--- config.mk ---
export PLATFORM = sky130hd
export DESIGN_NAME = seg_scan_driver_flat
export DESIGN_NICKNAME = d
export VERILOG_FILES = /design/src/rtl/seg_scan_driver_if.sv /design/src/rtl/seg_scan_driver.sv /design/src/flat_wrapper.sv
export SDC_FILE = /design/constraint.sdc
export NUM_CORES = 1
export LEC_CHECK = 0
export CAP_MARGIN = 20
export CORE_ASPECT_RATIO = 1.75
export CORE_UTILIZATION = 42
export DETAILED_ROUTE_END_ITERATION = 6
export HOLD_SLACK_MARGIN = 0.08
export PLACE_DENSITY_LB_ADDON = 0.15
export SYNTH_ARGS = -nofsm -noshare
export SYNTH_HDL_FRONTEND = slang
export SYNTH_SLANG_ARGS = --single-unit
--- constraint.sdc ---
create_clock -name clk -period 2.7 [get_ports clk]
set_input_delay 0.405 -clock clk [delete_from_list [all_inputs] [get_ports clk]]
set_output_delay 0.405 -clock clk [all_outputs]
set_load 0.01 [all_outputs]
--- src/rtl/seg_scan_driver_if.sv ---
// Bus bundle for seg_scan_driver: shadow-load input and the registered display outputs.
interface seg_scan_driver_if;
  logic        load;
  logic [31:0] din;
  logic [7:0]  an;
  logic [7:0]  seg;
  logic        frame;

  modport master (output load, din, input an, seg, frame);
  modport slave  (input load, din, output an, seg, frame);
endinterface

--- src/rtl/seg_scan_driver.sv ---
// Multiplexed 8-digit active-low 7-segment scanner fed from a 32-bit shadow register.
// Optional build macro SEG_LEADING_ZERO_BLANK_EN blanks leading-zero digits.
module seg_scan_driver #(
  parameter int unsigned SCAN_DIV = 50000
) (
  input  logic               clk,
  input  logic               rst_n,
  seg_scan_driver_if.slave   bus
);

  localparam logic [15:0] CNT_MAX = 16'(SCAN_DIV - 1);

  logic [31:0] shadow;
  logic [15:0] cnt;
  logic [2:0]  digit;
  logic        wrapPending;
  logic [7:0]  anReg;
  logic [7:0]  segReg;
  logic        frameReg;

  logic        advance;
  logic [4:0]  bitBase;
  logic [3:0]  nibble;
  logic        blank;
  logic [7:0]  anNext;
  logic [7:0]  segNext;

  function automatic logic [7:0] decodeHex(input logic [3:0] n);
    case (n)
      4'h0: decodeHex = 8'hC0;
      4'h1: decodeHex = 8'hF9;
      4'h2: decodeHex = 8'hA4;
      4'h3: decodeHex = 8'hB0;
      4'h4: decodeHex = 8'h99;
      4'h5: decodeHex = 8'h92;
      4'h6: decodeHex = 8'h82;
      4'h7: decodeHex = 8'hF8;
      4'h8: decodeHex = 8'h80;
      4'h9: decodeHex = 8'h90;
      4'hA: decodeHex = 8'h88;
      4'hB: decodeHex = 8'h83;
      4'hC: decodeHex = 8'hC6;
      4'hD: decodeHex = 8'hA1;
      4'hE: decodeHex = 8'h86;
      default: decodeHex = 8'h8E;
    endcase
  endfunction

  assign advance = (cnt == CNT_MAX);
  assign bitBase = {digit, 2'b00};
  assign nibble  = shadow[bitBase +: 4];

`ifdef SEG_LEADING_ZERO_BLANK_EN
  // Digit 0 always shows, so a zero value still reads as a single "0".
  always_comb begin
    blank = 1'b0;
    if (digit != 3'd0)
      blank = ((shadow >> bitBase) == 32'h0);
  end
`else
  assign blank = 1'b0;
`endif

  assign anNext  = ~(8'b1 << digit);
  assign segNext = blank ? 8'hFF : decodeHex(nibble);

  // wrapPending delays the 7->0 step by one edge so frame lines up with an going FE.
  always_ff @(posedge clk or negedge rst_n) begin
    if (!rst_n) begin
      shadow      <= 32'h0;
      cnt         <= 16'd0;
      digit       <= 3'd0;
      wrapPending <= 1'b0;
      anReg       <= 8'hFF;
      segReg      <= 8'hFF;
      frameReg    <= 1'b0;
    end else begin
      if (bus.load)
        shadow <= bus.din;
      if (advance) begin
        cnt   <= 16'd0;
        digit <= digit + 3'd1;
      end else begin
        cnt <= cnt + 16'd1;
      end
      wrapPending <= advance && (digit == 3'd7);
      anReg       <= anNext;
      segReg      <= segNext;
      frameReg    <= wrapPending;
    end
  end

  assign bus.an    = anReg;
  assign bus.seg   = segReg;
  assign bus.frame = frameReg;

endmodule

--- src/flat_wrapper.sv ---
// flat-port wrapper written by rule: the top's interface ports become plain ports
module seg_scan_driver_flat 
#(
  parameter int unsigned SCAN_DIV = 50000
)
  (clk, rst_n, bus_load, bus_din, bus_an, bus_seg, bus_frame);
  seg_scan_driver_if bus_i ();
  input  logic clk;
  input  logic rst_n;
  input wire logic [$bits(bus_i.load)-1:0] bus_load;
  input wire logic [$bits(bus_i.din)-1:0] bus_din;
  output wire logic [$bits(bus_i.an)-1:0] bus_an;
  output wire logic [$bits(bus_i.seg)-1:0] bus_seg;
  output wire logic [$bits(bus_i.frame)-1:0] bus_frame;
  assign bus_i.load = bus_load;
  assign bus_i.din = bus_din;
  assign bus_an = bus_i.an;
  assign bus_seg = bus_i.seg;
  assign bus_frame = bus_i.frame;
  seg_scan_driver #(.SCAN_DIV(SCAN_DIV)) u_core (.clk(clk), .rst_n(rst_n), .bus(bus_i));
endmodule
==> results.cfg <==
[timing]
finClkSkew_ns = 0.00860
final-max-slew-violation-count = 0
tightest_slew_ns = 0.755
min_period_ns = 2.14
rsz0062_at_grt = false
maxSlewHeadroom = 0.497
worst_slack_ns = 0.559
finalHoldViolations = 0
fmax_mhz = 467
finalCritPeriodShare = 0.793
fin_setup_tns_ns = 0
finalSetupViolCount = 0

[finish]
fin_util = 0.560
drive_gt1_frac = 0.267
layout_commonest_cell = dfrtp_1
syn_to_final_growth_pct = 28.6
nNetsFinal = 331
layout.cells.non_filler = 374
final_cell_mix = 53 x dfrtp_1, 49 x clkdlybuf4s50_1, 34 x mux2_2
antenna_cells = 0

[critical_path]
reg2reg_slack_ns = 0.56
cp_cell_sequence = mux4_1 > mux2i_1 > buf_4 > inv_1 > ha_1 > and3_1 > a211o_1
reg2reg_to = u_core.bus.seg[0]
worstSetupStartpointType = flop
crit_family = multiplexers
arrival_ns = 2.39
slowest_stage = mux4_1
path_depth = 7
cp.required_ns = 2.95
r2r-start = u_core.digit[0]
max_stage_delay_ns = 0.60
end_kind = flop
worstRegToRegCells = 7
worst-path-buf-inv = 2
crit_fanout = 7
path_class = reg -> reg

[clock_network]
ctsResizeCount = 0
hold_buffers = 0
htreeDepth = 3
clockBufferDepth = 2
cts_made_buffers = 9
clock_latency_ns = 0.33
clock-sinks = 68
tritoncts = yes
cts.clk_slew.worst_paths_ns = 0.05
cts-root-buf = clkbuf_16
post-cts-setup-buffers = 0

[synthesis]
yosysTopAreaCell = dfrtp_1
yosysWarnings = 0
syn_area_um2 = 3150
synth_top_family_by_area = multiplexers
synth_compound_area_frac = 0.0286
synth.mux.area_fraction = 0.225
synth_cell_type_count = 40
synth_cells = 229
ys_seq_elements = 68
synth_nets = 277
synthFlopType = dfrtp_1
synth_area_per_cell_um2 = 13.8
synth-simple-area-share = 0.0790
synth_edf_count = 0
synthTopCellsByArea = dfrtp_1 42%, dfstp_2 13%, mux2_2 12%, ha_1 5.2%, mux4_1 3.3%
synth_top_area_share = 0.421
synth-xor-area-share = 0.0361
synthArstFlopShare = 1.00
ys_seq_area_frac = 0.546
synth_fa_ha_area_frac = 0.0516

[worst_hold_path]
min_path_type = in -> async

[placement]
gp_congestion = 0.713
hpwl_mm = 3.86
io_buffers = 50
placedCellCount = 358
dp_slack_ns = 0.508

[die]
die_h_um = 117
core-area_um2 = 7230
die_width_um = 67.5
start_util = 0.436
fp-row-count = 41
dieArea_um2 = 7870
io_pins = 52

[flow_run]
maxCapViolations = 0

[power]
ir_drop_uv = 474
power_leakage_uw = 0.00174
power.density_nw_per_um2 = 638

[route]
drt-vias-per-instance = 5.09
drt_iter0_drc = 59
vias = 1904
drt_first_pass_iters = 4
drc_errors = 0
final_antenna_net_count = 0
wl_mm = 5.34
wl_per_cell_um = 14.3

[run_status]
status = finished clean

[grt]
grt_usage = 0.162
grt_pass1_wl_mm = 9.25
grt_max_degree = 37
overflow = 0
antenna_found_initial = 0
grt_pass1_vias = 2037
## kinds of logic (layout without fill, tap and decap cells)
group | Yosys count | in the layout
AND/OR/NAND/NOR | 45 | 45
XOR/XNOR | 13 | 13
other | 1 | 1
adder cells (fa/ha/maj) | 13 | 13
AO/OA/AOI/OAI | 14 | 14
multiplexers | 52 | 52
buffers and inverters | 23 | 82
flip-flops | 68 | 68
## metrics by stage
stage                     power [uW]  instance area [um^2]  hold slack (ns)
after CTS                       2630                  4050            0.171
after global placement          1430                  3750            0.332
after detailed placement        1430                  3750            0.336
final                           2590                  4050            0.150
after global routing            2700                  4050            0.210
after floorplan                 1290                  3150            0.109
## worst max-delay path by stage
stage               startpoint                end
3_5_place_dp   u_core.digit[0]  u_core.bus.seg[0]
5_1_grt        u_core.digit[0]  u_core.bus.seg[4]
4_1_cts        u_core.digit[0]  u_core.bus.seg[0]
6_report       u_core.digit[0]  u_core.bus.seg[0]
2_1_floorplan  u_core.digit[0]  u_core.bus.seg[0]
3_3_place_gp   u_core.digit[0]  u_core.bus.seg[0]
## worst register-to-register path: cells and delay by family, from the launching register on
| family | cells | cell delay [ns] |
|---|---|---|
| AND/OR/NAND/NOR | 1 | 0.15 |
| adder cells (fa/ha/maj) | 1 | 0.24 |
| AO/OA/AOI/OAI | 1 | 0.22 |
| buffers and inverters | 2 | 0.24 |
| multiplexers | 2 | 0.74 |
| flip-flops | 1 | 0.49 |
## flip-flops by register name, summed over array words and instances, names as in the netlist
signal	flops
u_core.shadow	32
u_core.cnt	16
u_core.bus.an	8
u_core.bus.seg	7
u_core.digit	3
u_core.bus.frame	1
u_core.wrapPending	1
## area by class of cell
type	count	area, um^2
clock buffer	15	278
clock inverter	1	30.0
fill	599	3180
inverter	10	37.5
multi-input combinational	138	1330
sequential	68	1720
tap	86	108
timing repair buffer	56	553
## power breakdown
part           total [uW]  internal, uW  leakage, uW  switching, uW
sequential           1130          1100     0.000810           28.9
combinational         284           173     0.000777            111
clock                1180           790     0.000150            385
total                2590          2060      0.00174            525
## cells in the mapped netlist (2+ instances only)
cell type	instances
mux4_1	4
buf_2	2
mux2i_1	7
mux4_2	4
nand3_1	8
buf_1	3
dfstp_2	15
buf_4	2
or3_1	2
and4_1	3
a21oi_1	4
and3_1	5
xor2_1	5
mux2_2	34
nand4_1	3
mux2i_4	2
nor2_1	7
inv_1	9
nand2_1	10
ha_1	13
clkbuf_1	5
o31ai_1	2
nor4bb_1	2
xnor2_1	8
o21ai_0	3
dfrtp_1	53
## per-layer routing
layer	vias up	share of wire	GRT usage
li1	917	-	-
met2	39	0.54	0.268
met5	-	0	0
met1	941	0.41	0.182
met4	0	0.019	0.0879
met3	7	0.037	0.0508
Note: power is estimated with default switching activity, not from simulation.
